==> src/rtl/uart_servo_cmd_parser.sv <==
// uart_servo_cmd_parser: validates SYNC/CMD/DATA/CHK frames from uart_rx and sets the servo pulse width
//   i_clk, i_resetn          clock, asynchronous active-low reset
//   i_rx_valid, i_rx_data    received byte and its one-cycle strobe
//   i_rx_break               line break from uart_rx, aborts a frame in progress
//   o_pwm_width, o_angle     last applied pulse width (cycles) and angle
//   o_frame_ok, o_frame_err  one-cycle accept / reject pulses
//   o_err_code, o_err_count  cause of last reject (0 chk, 1 cmd, 2 range, 3 timeout/break), saturating reject count
module uart_servo_cmd_parser #(
  parameter logic [7:0]  SYNC_BYTE      = 8'hA5,
  parameter int unsigned PULSE_MIN      = 27000,
  parameter int unsigned PULSE_STEP     = 150,
  parameter int unsigned ANGLE_MAX      = 180,
  parameter int unsigned TIMEOUT_CYCLES = 270000,
  parameter int unsigned WIDTH_BITS     = 20
) (
  input  logic                  i_clk,
  input  logic                  i_resetn,
  input  logic                  i_rx_valid,
  input  logic [7:0]            i_rx_data,
  input  logic                  i_rx_break,
  output logic [WIDTH_BITS-1:0] o_pwm_width,
  output logic                  o_frame_ok,
  output logic                  o_frame_err,
  output logic [1:0]            o_err_code,
  output logic [7:0]            o_err_count,
  output logic [7:0]            o_angle
);
  localparam int unsigned TW = $clog2(TIMEOUT_CYCLES);
  localparam logic [TW-1:0] TLAST = TW'(TIMEOUT_CYCLES - 1);
  localparam logic [WIDTH_BITS-1:0] PMIN = WIDTH_BITS'(PULSE_MIN);
  localparam logic [WIDTH_BITS-1:0] PSTEP = WIDTH_BITS'(PULSE_STEP);
  localparam logic [WIDTH_BITS-1:0] PCENTRE = WIDTH_BITS'(PULSE_MIN + 90 * PULSE_STEP);
  typedef enum logic [2:0] {IDLE, WAIT_CMD, WAIT_DATA, WAIT_CHK, APPLY} state_t;
  state_t state, state_d;
  logic [7:0] cmd, cmd_d, data, data_d, angle_d, count_d, new_angle;
  logic [TW-1:0] tmo, tmo_d;
  logic [WIDTH_BITS-1:0] width_d, new_width;
  logic [1:0] code_d;
  logic ok_d, err_d, cmd_bad, range_bad, apply_ok;
  assign cmd_bad = cmd != 8'h01 && cmd != 8'h02;
  assign range_bad = cmd == 8'h01 && 32'(data) > ANGLE_MAX;
  assign apply_ok = !cmd_bad && !range_bad;
  assign new_angle = cmd == 8'h01 ? data : 8'd90;
  assign new_width = PMIN + WIDTH_BITS'(new_angle) * PSTEP;
  always_comb begin
    state_d = state;
    cmd_d = cmd;
    data_d = data;
    tmo_d = '0;
    ok_d = 1'b0;
    err_d = 1'b0;
    code_d = o_err_code;
    width_d = o_pwm_width;
    angle_d = o_angle;
    if (state != IDLE && i_rx_break) begin
      err_d = 1'b1;
      code_d = 2'd3;
      state_d = IDLE;
    end else if (state == APPLY) begin
      state_d = IDLE;
      ok_d = apply_ok;
      err_d = !apply_ok;
      code_d = cmd_bad ? 2'd1 : range_bad ? 2'd2 : o_err_code;
      width_d = apply_ok ? new_width : o_pwm_width;
      angle_d = apply_ok ? new_angle : o_angle;
    end else if (i_rx_valid) begin
      case (state)
        IDLE: state_d = i_rx_data == SYNC_BYTE ? WAIT_CMD : IDLE;
        WAIT_CMD: begin
          cmd_d = i_rx_data;
          state_d = WAIT_DATA;
        end
        WAIT_DATA: begin
          data_d = i_rx_data;
          state_d = WAIT_CHK;
        end
        default: begin
          err_d = i_rx_data != (cmd ^ data);
          code_d = err_d ? 2'd0 : o_err_code;
          state_d = err_d ? IDLE : APPLY;
        end
      endcase
    end else if (state != IDLE) begin
      // inter-byte gap inside a frame; a valid byte above restarts the count from zero
      err_d = tmo == TLAST;
      code_d = err_d ? 2'd3 : o_err_code;
      state_d = err_d ? IDLE : state;
      tmo_d = err_d ? '0 : tmo + 1'b1;
    end
    count_d = err_d && o_err_count != 8'hFF ? o_err_count + 8'd1 : o_err_count;
  end
  always_ff @(posedge i_clk or negedge i_resetn) begin
    if (!i_resetn) begin
      state <= IDLE;
      cmd <= '0;
      data <= '0;
      tmo <= '0;
      o_pwm_width <= PCENTRE;
      o_angle <= 8'd90;
      o_frame_ok <= 1'b0;
      o_frame_err <= 1'b0;
      o_err_code <= 2'd0;
      o_err_count <= 8'd0;
    end else begin
      state <= state_d;
      cmd <= cmd_d;
      data <= data_d;
      tmo <= tmo_d;
      o_pwm_width <= width_d;
      o_angle <= angle_d;
      o_frame_ok <= ok_d;
      o_frame_err <= err_d;
      o_err_code <= code_d;
      o_err_count <= count_d;
    end
  end
endmodule

==> config.mk <==
export PLATFORM = sky130hd
export DESIGN_NAME = uart_servo_cmd_parser
export DESIGN_NICKNAME = d
export VERILOG_FILES = /design/src/rtl/uart_servo_cmd_parser.sv
export SDC_FILE = /design/constraint.sdc
export NUM_CORES = 1
export LEC_CHECK = 0
export ABC_AREA = 1
export ABC_CLOCK_PERIOD_IN_PS = 8200
export BUFFER_PORTS_ARGS = -buffer_cell sky130_fd_sc_hd__buf_2
export CORE_MARGIN = 4
export CORE_UTILIZATION = 50
export DETAILED_ROUTE_END_ITERATION = 10
export PLACE_DENSITY_LB_ADDON = 0.08
export SLEW_MARGIN = 20
export SYNTH_ARGS = -nofsm -noshare
export SYNTH_HDL_FRONTEND = slang
export SYNTH_SLANG_ARGS = --single-unit
==> constraint.sdc <==
create_clock -name i_clk -period 8.2 [get_ports i_clk]
set_input_delay 1.64 -clock i_clk [delete_from_list [all_inputs] [get_ports i_clk]]
set_output_delay 1.64 -clock i_clk [all_outputs]
set_load 0.03 [all_outputs]
==> results.py, run 1 <==
metrics = {
    "status": {
        "outcome": "complete, no violations",
    },
    "logic_synthesis": {
        "synth-edff-count": 0,
        "synth_area_leader_cell": "dfrtp_1",
        "ys_ff_latch": 73,
        "syn_inst": 663,
        "yosys-top-cells-area": "dfrtp_1 (30%), nand2_1 (13%), ha_1 (9.8%), inv_1 (6.9%), dfstp_2 (6.2%)",
        "ys_seq_area_frac": 0.360,
        "avgSynthCellArea_um2": 7.71,
        "yosysUniqueCellTypes": 40,
        "synth_top_area_share": 0.299,
        "ys.warnings.count": 0,
        "async_flop_share": 1.00,
        "ys.flop_type": "dfrtp_1",
        "synth_area_um2": 5110,
    },
    "worst_setup_path": {
        "cp.required_ns": 8.45,
        "crit_slowest_cell": "fa_1",
        "end_kind": "flop",
        "arrival_ns": 4.92,
        "cp_max_fo": 8,
        "cp-start-kind": "flop",
        "max_stage_delay_ns": 0.51,
        "crit_chain": "inv_1 -> nand4_1 -> nor2_1 -> inv_1 -> nor2_1 -> inv_1 -> ha_1 -> ha_1 -> inv_1 -> fa_1 -> fa_1 -> inv_1 -> ha_1 -> nand2_1 -> nor2_1 -> nand3_1 -> nand4_1 -> nand2_1 -> a21oi_1 -> nand2_1 -> o21ai_0 -> nand2_1",
        "worst_path_most_repeated_cell": "inv_1",
        "critPathKind": "flop to flop",
        "path_buf_inv": 5,
        "critPathTopFamily": "adder cells",
    },
    "sta": {
        "max_freq_ghz": 0.214,
        "grt_setup_unrepaired": "no",
        "period_share": 0.569,
        "slew_headroom": 0.384,
        "setup-tns-final_ns": 0,
        "skew_ns": 0.00991,
        "slew_viol_final": 0,
        "tightest_slew_ns": 0.924,
        "hold_viol_final": 0,
        "fin_crit_ns": 4.67,
        "finalSetupViolCount": 0,
    },
    "die": {
        "die_w_um": 109,
        "dieArea_um2": 11900,
        "io_pins": 52,
        "die_y_um": 109,
        "core_um2": 9860,
        "num_rows": 36,
        "initial_core_util": 0.518,
    },
    "detailed_routing": {
        "drt_iter0_drc": 175,
        "firstDrtPassIters": 5,
        "wl_per_cell_um": 12.5,
        "drt-vias-per-instance": 4.98,
        "vias": 4237,
        "drcViolationCount": 0,
        "drt_wl_total_um": 10700,
        "ant_nets": 0,
    },
    "placement": {
        "io_buffers": 47,
        "place_area_um2": 5440,
        "place_congestion": 0.852,
        "hpwl_um": 8270,
    },
    "layout": {
        "fillCellCount": 922,
        "fin_area_um2": 5660,
        "final_util": 0.574,
        "ff_latch_area_um2": 1840,
        "area_growth_pct": 10.7,
        "final_layout_size_suffix_gt1_frac": 0.148,
        "nets": 771,
        "layout_common_cells": "nand2_1 (182), inv_1 (94), dfrtp_1 (61)",
        "final_common_cell": "nand2_1",
        "multi_input_area_um2": 2820,
        "num_antenna_cells": 0,
    },
    "clock_network": {
        "cts_setup_buffers": 0,
        "cts_buffer_depth": 2,
        "cts_tree": "yes",
        "cts_sinks": 73,
        "clockRootBuffer": "clkbuf_8",
        "cts_hold_buf": 0,
        "clk_pin_slew_ns": 0.08,
        "numCtsBuffers": 9,
        "htree_levels": 3,
        "clock_latency_ns": 0.36,
        "cts_resized": 0,
    },
    "global_routing": {
        "grt_use_total": 0.201,
        "grt_max_degree": 74,
        "antenna_found_initial": 0,
        "grt_pass1_vias": 4274,
        "grt_pass1_wl_um": 19100,
        "grt-ovfl-total": 0,
    },
    "pwr": {
        "ir_drop_mv": 0.156,
        "cellPowerDensity_nw_per_um2": 265,
        "p_leak_nw": 3.03,
    },
    "worst_hold_path": {
        "hold_class": "flop to flop",
    },
    "flow_run": {
        "cap_violations": 0,
    },
}
-- final cells by class --
cell class | instances | share of cell area
tap | 133 | 0.0294
multi-input combinational | 480 | 0.498
sequential | 73 | 0.325
inverter | 101 | 0.0670
clock inverter | 6 | 0.0159
clock buffer | 10 | 0.0225
timing repair buffer | 47 | 0.0420
-- synthesized netlist by cell type, types with 2 or more instances --
cell      count
a21oi_1      23
a21oi_2       2
a31oi_1       2
buf_2         2
buf_4         8
dfrtp_1      61
dfstp_2      12
fa_1          7
ha_1         40
inv_1        94
inv_2         7
nand2_1     182
nand2_2       6
nand3_1      38
nand3_2       3
nand3b_1      5
nand4_1      16
nor2_1       54
nor2_2        2
nor2_4        3
nor3_1        7
nor3_4        3
o21a_1        3
o21ai_0      13
o21ai_1      28
xnor2_1      12
xor2_1       17
-- worst paths after layout --
path	startpoint	endpoint	slack [ns]	depth (start not counted)
setup / recovery	cmd[3]	o_pwm_width[16]	3.53	22
hold / removal	o_pwm_width[10]	o_pwm_width[10]	0.47	2
setup reg to reg	cmd[3]	o_pwm_width[16]	3.53	22
hold reg to reg	o_pwm_width[10]	o_pwm_width[10]	0.47	2
max in group asynchronous	i_resetn	tmo[2]	6.19	1
min in group asynchronous	i_resetn	o_angle[7]	1.41	1
-- report_power, final --
group          leakage (nW)  internal [mW]  total (mW)  switching (mW)
Combinational          1.99          0.244       0.690           0.445
Clock                 0.107          0.173       0.321           0.149
Sequential            0.933          0.421       0.488          0.0673
Total                  3.03          0.838        1.50           0.661
-- cell families (layout without fill, tap and decap cells) --
family / after synthesis / count (layout) / share of synthesized area
and+or+nand+nor: 325 / 325 / 0.293
buffers and inverters: 113 / 164 / 0.0908
AOI/OAI and AO/OA: 75 / 75 / 0.0798
DFF: 73 / 73 / 0.360
adders and majority gates: 47 / 47 / 0.125
xor gates and xnor gates: 29 / 29 / 0.0497
other: 1 / 4 / 0.000734
-- worst reg2reg max path, cell delays in order (launching register included) --
cell	delay, ns
dfrtp_1	0.41
inv_1	0.08
nand4_1	0.14
nor2_1	0.20
inv_1	0.16
nor2_1	0.26
inv_1	0.15
ha_1	0.30
ha_1	0.27
inv_1	0.05
fa_1	0.50
fa_1	0.51
inv_1	0.04
ha_1	0.34
nand2_1	0.09
nor2_1	0.16
nand3_1	0.13
nand4_1	0.14
nand2_1	0.15
a21oi_1	0.20
nand2_1	0.09
o21ai_0	0.14
nand2_1	0.06
-- stage by stage --
stage / setup WS (ns) / total power, mW / hold slack (ns) / cells
2_1_floorplan: 3.98 / 1.05 / 0.432 / 666
4_1_cts: 3.54 / 1.52 / 0.476 / 850
3_3_place_gp: 3.73 / 1.18 / 0.461 / 834
6_report: 3.53 / 1.50 / 0.472 / 850
5_1_grt: 3.03 / 1.65 / 0.503 / 850
3_5_place_dp: 3.56 / 1.19 / 0.461 / 834
-- registers in the layout, indices dropped and copies added, names as in the netlist --
| name | count |
|---|---|
| tmo | 19 |
| o_pwm_width | 15 |
| cmd | 8 |
| data | 8 |
| o_angle | 8 |
| o_err_count | 8 |
| state | 3 |
| o_err_code | 2 |
| o_frame_err | 1 |
| o_frame_ok | 1 |
-- layer usage --
metal,up-vias,GRT usage,part of all wire
met5,-,0,0
met4,0,0.0559,0.012
met3,11,0.0426,0.046
met2,67,0.331,0.46
met1,1945,0.267,0.48
li1,2214,-,-
Power figures use the tool's default switching activity.
==> run 2: changes to the inputs <==
ABC_CLOCK_PERIOD_IN_PS = 4400   (was 8200)
clock period = 4.4 ns   (was 8.2 ns; I/O delays follow)
==> results.py, run 2 (synthesis gave the netlist of run 1 again) <==
metrics = {
    "worst_hold_path": {
        "min_from": "tmo[0]",
        "hold_end": "tmo[0]",
        "whs_path_depth": 1,
        "hold_class": "flop to flop",
    },
    "worst_setup_path": {
        "cp.required_ns": 4.70,
        "reg2reg_slack_ns": 0.28,
        "arrival_ns": 4.42,
        "cp_max_fo": 5,
        "critPathKind": "flop to flop",
        "end_kind": "flop",
        "rr_startpoint": "cmd[3]",
        "cp-start-kind": "flop",
        "reg2regPathDepth": 24,
        "r2r-end": "o_pwm_width[15]",
    },
    "clock_network": {
        "htree_levels": 3,
        "cts_hold_buf": 0,
        "clockRootBuffer": "clkbuf_8",
        "cts_sinks": 73,
        "numCtsBuffers": 9,
        "cts_buffer_depth": 2,
        "clk_pin_slew_ns": 0.09,
        "clock_latency_ns": 0.35,
        "cts_tree": "yes",
    },
    "layout": {
        "num_antenna_cells": 0,
        "layout_common_cells": "nand2_1 (168), inv_1 (88), dfrtp_1 (61)",
        "final_util": 0.600,
        "reg_top3": "tmo: 19 flops, o_pwm_width: 15 flops",
        "top_register": "tmo",
        "area_growth_pct": 15.7,
        "final_common_cell": "nand2_1",
        "nets": 785,
        "final_layout_size_suffix_gt1_frac": 0.220,
        "largest_reg_flops": 19,
    },
    "sta": {
        "fin_crit_ns": 4.12,
        "finalSetupViolCount": 0,
        "slew_headroom": 0.391,
        "hold_ws_ns": 0.469,
        "hold_viol_final": 0,
        "slew_viol_final": 0,
        "setup-tns-final_ns": 0,
        "max_freq_ghz": 0.243,
        "period_share": 0.936,
        "skew_ns": 0.0119,
        "tightest_slew_ns": 0.913,
    },
    "pwr": {
        "ir_drop_mv": 0.282,
        "cellPowerDensity_nw_per_um2": 500,
        "power_mw": 2.95,
        "p_leak_nw": 3.09,
    },
    "detailed_routing": {
        "ant_nets": 0,
        "drt_wl_total_um": 10900,
        "firstDrtPassIters": 4,
        "wl_per_cell_um": 12.6,
        "drt-vias-per-instance": 5.03,
        "drt_iter0_drc": 173,
        "drcViolationCount": 0,
        "vias": 4347,
    },
    "global_routing": {
        "grt_max_degree": 74,
        "grt_pass1_vias": 4222,
        "grt_use_total": 0.200,
        "grt-ovfl-total": 0,
        "grt_pass1_wl_um": 18900,
        "antenna_found_initial": 0,
    },
    "placement": {
        "place_congestion": 0.918,
        "hpwl_um": 8370,
        "io_buffers": 47,
    },
    "die": {
        "core_um2": 9860,
        "initial_core_util": 0.518,
        "io_pins": 52,
        "die_w_um": 109,
        "num_rows": 36,
        "die_y_um": 109,
        "dieArea_um2": 11900,
    },
    "flow_run": {
        "cap_violations": 0,
    },
    "status": {
        "outcome": "complete, no violations",
    },
}
## run 2: layout make-up
cell class	instances	area, um2
multi-input cells	480	2980
fillers	911	3950
clock inverters	5	62.6
clock buffers	11	141
inverters	101	379
well taps	133	166
flip-flops and latches	73	1840
repair buffers	61	343
## run 2: timing repair
action,CTS,global route
gates resized for setup,1,49
pin swaps,0,11
endpoints found under the setup margin,3,8
setup buffers,0,4
## run 2: critical path: stages (launching register included)
cell and delay [ns]:
dfrtp_1 0.41, inv_1 0.10, nand4_1 0.15, nor2_2 0.20
inv_2 0.10, buf_4 0.17, nor2_4 0.13, ha_1 0.24
ha_1 0.18, inv_1 0.07, fa_1 0.43, fa_1 0.51
inv_1 0.06, ha_4 0.29, nand2_2 0.09, nor2_4 0.12
nand3_2 0.10, nand3_1 0.09, nand2_1 0.08, nand2_2 0.09
buf_4 0.14, nand4_1 0.13, nand2_1 0.09, nand2_1 0.05
nand3_1 0.06
## run 2: per-stage QoR
step | cell area (um2) | std cells | setup slack, ns
final | 5910 | 864 | 0.281
after floorplan | 5120 | 666 | 0.182
after global routing | 5910 | 864 | -0.0345
after global placement | 5520 | 844 | 0.0873
after detailed placement | 5520 | 844 | -0.0271
after CTS | 5720 | 860 | 0.0130
## run 2: per-layer routing
metal	share of wire	GRT usage
met4	0.014	0.0577
met2	0.49	0.339
met3	0.035	0.0343
met1	0.47	0.262
met5	0	0
## run 2: how the worst max path moves through the flow
stage | startpoint | end | cells past startpoint
6_report | cmd[3] | o_pwm_width[15] | 24
5_1_grt | cmd[3] | o_pwm_width[12] | 24
4_1_cts | cmd[3] | o_pwm_width[13] | 25
3_5_place_dp | cmd[3] | o_pwm_width[13] | 25
3_3_place_gp | cmd[3] | o_pwm_width[16] | 22
2_1_floorplan | cmd[3] | o_pwm_width[13] | 25
## run 2: power breakdown
part	switching [mW]	leakage, nW	internal (mW)	total, mW
Clock	0.268	0.0962	0.281	0.548
Combinational	0.932	2.06	0.564	1.50
Sequential	0.127	0.933	0.785	0.911
Total	1.33	3.09	1.63	2.95
==> run 3: changes to the inputs <==
ABC_AREA = default   (was 1)
==> results.py, run 3 <==
metrics = {
    "layout": {
        "layout_common_cells": "dfrtp_1 (61), buf_2 (47), nor2_1 (38), buf_4 (38), nand2_1 (37)",
        "final_common_cell": "dfrtp_1",
        "final_layout_size_suffix_gt1_frac": 0.320,
        "top_register": "tmo",
        "area_growth_pct": 20.8,
        "reg_top3": "tmo: 19 flops, o_pwm_width: 15 flops",
        "num_antenna_cells": 0,
        "final_util": 0.627,
        "largest_reg_flops": 19,
        "nets": 636,
    },
    "status": {
        "outcome": "complete, no violations",
    },
    "detailed_routing": {
        "vias": 3766,
        "ant_nets": 0,
        "drt_iter0_drc": 117,
        "drt-vias-per-instance": 5.30,
        "drt_wl_total_um": 10400,
        "drcViolationCount": 0,
        "firstDrtPassIters": 4,
        "wl_per_cell_um": 14.7,
    },
    "worst_hold_path": {
        "min_from": "o_pwm_width[11]",
        "whs_path_depth": 2,
        "hold_end": "o_pwm_width[11]",
        "hold_class": "flop to flop",
    },
    "logic_synthesis": {
        "avgSynthCellArea_um2": 9.79,
        "synth_area_leader_cell": "dfrtp_1",
        "synth.top_cells.by_count": "dfrtp_1 (61), nor2_1 (44), ha_1 (40)",
        "ys_ff_latch": 73,
        "synth_most_common_cell": "dfrtp_1",
        "syn_inst": 495,
        "ys_seq_area_frac": 0.380,
        "yosysUniqueCellTypes": 61,
        "yosys-top-cells-area": "dfrtp_1 (32%), ha_1 (10%), dfstp_2 (6.5%), mux2_2 (5.8%), xnor2_1 (5.4%)",
        "synth_top_area_share": 0.315,
        "async_flop_share": 1.00,
        "synth_area_um2": 4850,
        "ys.warnings.count": 0,
        "ys.flop_type": "dfrtp_1",
        "synth-edff-count": 0,
    },
    "worst_setup_path": {
        "crit_slowest_cell": "fa_1",
        "arrival_ns": 4.64,
        "worst_path_most_repeated_cell": "ha_4",
        "cp_max_fo": 7,
        "crit_chain": "nor2_2 -> nand3_2 -> or3_4 -> ha_4 -> ha_4 -> inv_2 -> fa_1 -> fa_1 -> inv_2 -> ha_4 -> buf_6 -> o21ai_2 -> nor2_1 -> a21oi_2 -> o21ai_2 -> xnor2_2 -> buf_4 -> a211oi_2 -> xnor2_1 -> o21ai_1",
        "critPathKind": "flop to flop",
        "r2r-end": "o_pwm_width[15]",
        "critPathTopFamily": "adder cells",
        "max_stage_delay_ns": 0.57,
        "reg2regPathDepth": 20,
        "reg2reg_slack_ns": 0.04,
        "cp-start-kind": "flop",
        "cp.required_ns": 4.68,
        "end_kind": "flop",
        "path_buf_inv": 4,
        "rr_startpoint": "cmd[3]",
    },
    "die": {
        "io_pins": 52,
        "dieArea_um2": 11300,
        "num_rows": 35,
        "core_um2": 9330,
        "die_w_um": 106,
        "die_y_um": 106,
        "initial_core_util": 0.520,
    },
    "pwr": {
        "pwr-share-clk": 0.326,
        "p_sw_mw": 0.598,
        "pwr-share-comb": 0.295,
        "p_leak_nw": 2.87,
        "ir_drop_mv": 0.162,
        "cellPowerDensity_nw_per_um2": 321,
        "swShare": 0.319,
        "p_int_mw": 1.28,
        "seq_power_share": 0.378,
    },
    "global_routing": {
        "grt-ovfl-total": 0,
        "grt_max_degree": 47,
        "antenna_found_initial": 0,
        "grt_pass1_vias": 3729,
        "grt_pass1_wl_um": 17500,
        "grt_use_total": 0.192,
    },
    "clock_network": {
        "cts_sinks": 73,
        "cts_tree": "yes",
        "cts_hold_buf": 0,
        "clk_pin_slew_ns": 0.09,
        "clock_latency_ns": 0.36,
        "clockRootBuffer": "clkbuf_8",
        "cts_buffer_depth": 2,
        "numCtsBuffers": 9,
        "htree_levels": 3,
    },
    "placement": {
        "dpl_worst_slack_ns": -0.0934,
        "hpwl_um": 7890,
        "io_buffers": 47,
        "place_congestion": 0.855,
    },
    "sta": {
        "skew_ns": 0.0107,
        "slew_headroom": 0.487,
        "fin_crit_ns": 4.36,
        "tightest_slew_ns": 0.767,
        "hold_viol_final": 0,
        "slew_viol_final": 0,
        "layout_setup_ws_ns": 0.0374,
        "grt_setup_unrepaired": "yes",
        "period_share": 0.992,
        "finalSetupViolCount": 0,
        "max_freq_ghz": 0.229,
        "setup-tns-final_ns": 0,
        "hold_ws_ns": 0.457,
    },
    "flow_run": {
        "cap_violations": 0,
    },
}
[run 3: worst min-delay path: stages, from the launching register on]
cell and delay, ns:
dfstp_2 0.38, nand2_1 0.05, nand2_1 0.04
[run 3: layout make-up]
type	instances	area [um2]
multi-input cells	375	2970
well taps	129	161
repair buffers	86	532
clock inverters	7	100
clock buffers	9	124
fillers	819	3480
flip-flops and latches	73	1840
inverters	32	120
[run 3: how the worst max path moves through the flow]
| stage | cells past startpoint | end | slack (ns) | startpoint |
|---|---|---|---|---|
| after CTS | 18 | o_pwm_width[16] | 0.02 | cmd[3] |
| after global routing | 20 | o_pwm_width[15] | -0.17 | cmd[1] |
| after global placement | 18 | o_pwm_width[13] | -0.002 | cmd[4] |
| after detailed placement | 20 | o_pwm_width[13] | -0.09 | cmd[4] |
| after floorplan | 18 | o_pwm_width[16] | 0.05 | cmd[2] |
| final | 20 | o_pwm_width[15] | 0.04 | cmd[3] |
[run 3: what timing repair did]
item,4_1_cts,5_1_grt
buffers inserted,3,4
endpoints found under the setup margin,4,6
gates resized for setup,15,23
pin swaps,13,26
cloned,0,0
[run 3: stage by stage]
| step | instances | instance area (um2) | power [mW] |
|---|---|---|---|
| global placement | 688 | 5420 | 1.20 |
| finish | 711 | 5850 | 1.88 |
| CTS | 707 | 5750 | 1.85 |
| floorplan | 498 | 4890 | 1.05 |
| global route | 711 | 5850 | 1.98 |
| detailed placement | 688 | 5420 | 1.21 |
[run 3: cell families (layout without fill, tap and decap cells)]
family | count (synthesis) | count (layout) | synth area share
simple gates | 165 | 165 | 0.170
compound gates | 76 | 76 | 0.105
flops | 73 | 73 | 0.380
xor+xnor | 55 | 55 | 0.101
buf+inv | 50 | 134 | 0.0462
fa+ha+maj | 47 | 47 | 0.132
mux | 28 | 28 | 0.0653
other cells | 1 | 4 | 0.000774
[run 3: power groups by stage]
stage	clock network [mW]	logic [mW]	registers, mW
final	0.612	0.554	0.710
after floorplan	0	0.312	0.738
after global routing	0.653	0.612	0.713
after detailed placement	0	0.484	0.722
after CTS	0.633	0.510	0.710
after global placement	0	0.478	0.720
[run 3: layer usage]
layer	global-route usage	part of all wire	up-vias
li1	-	-	1877
met3	0.0267	0.032	15
met4	0.0731	0.019	0
met1	0.245	0.46	1807
met5	0	0	-
met2	0.330	0.49	67
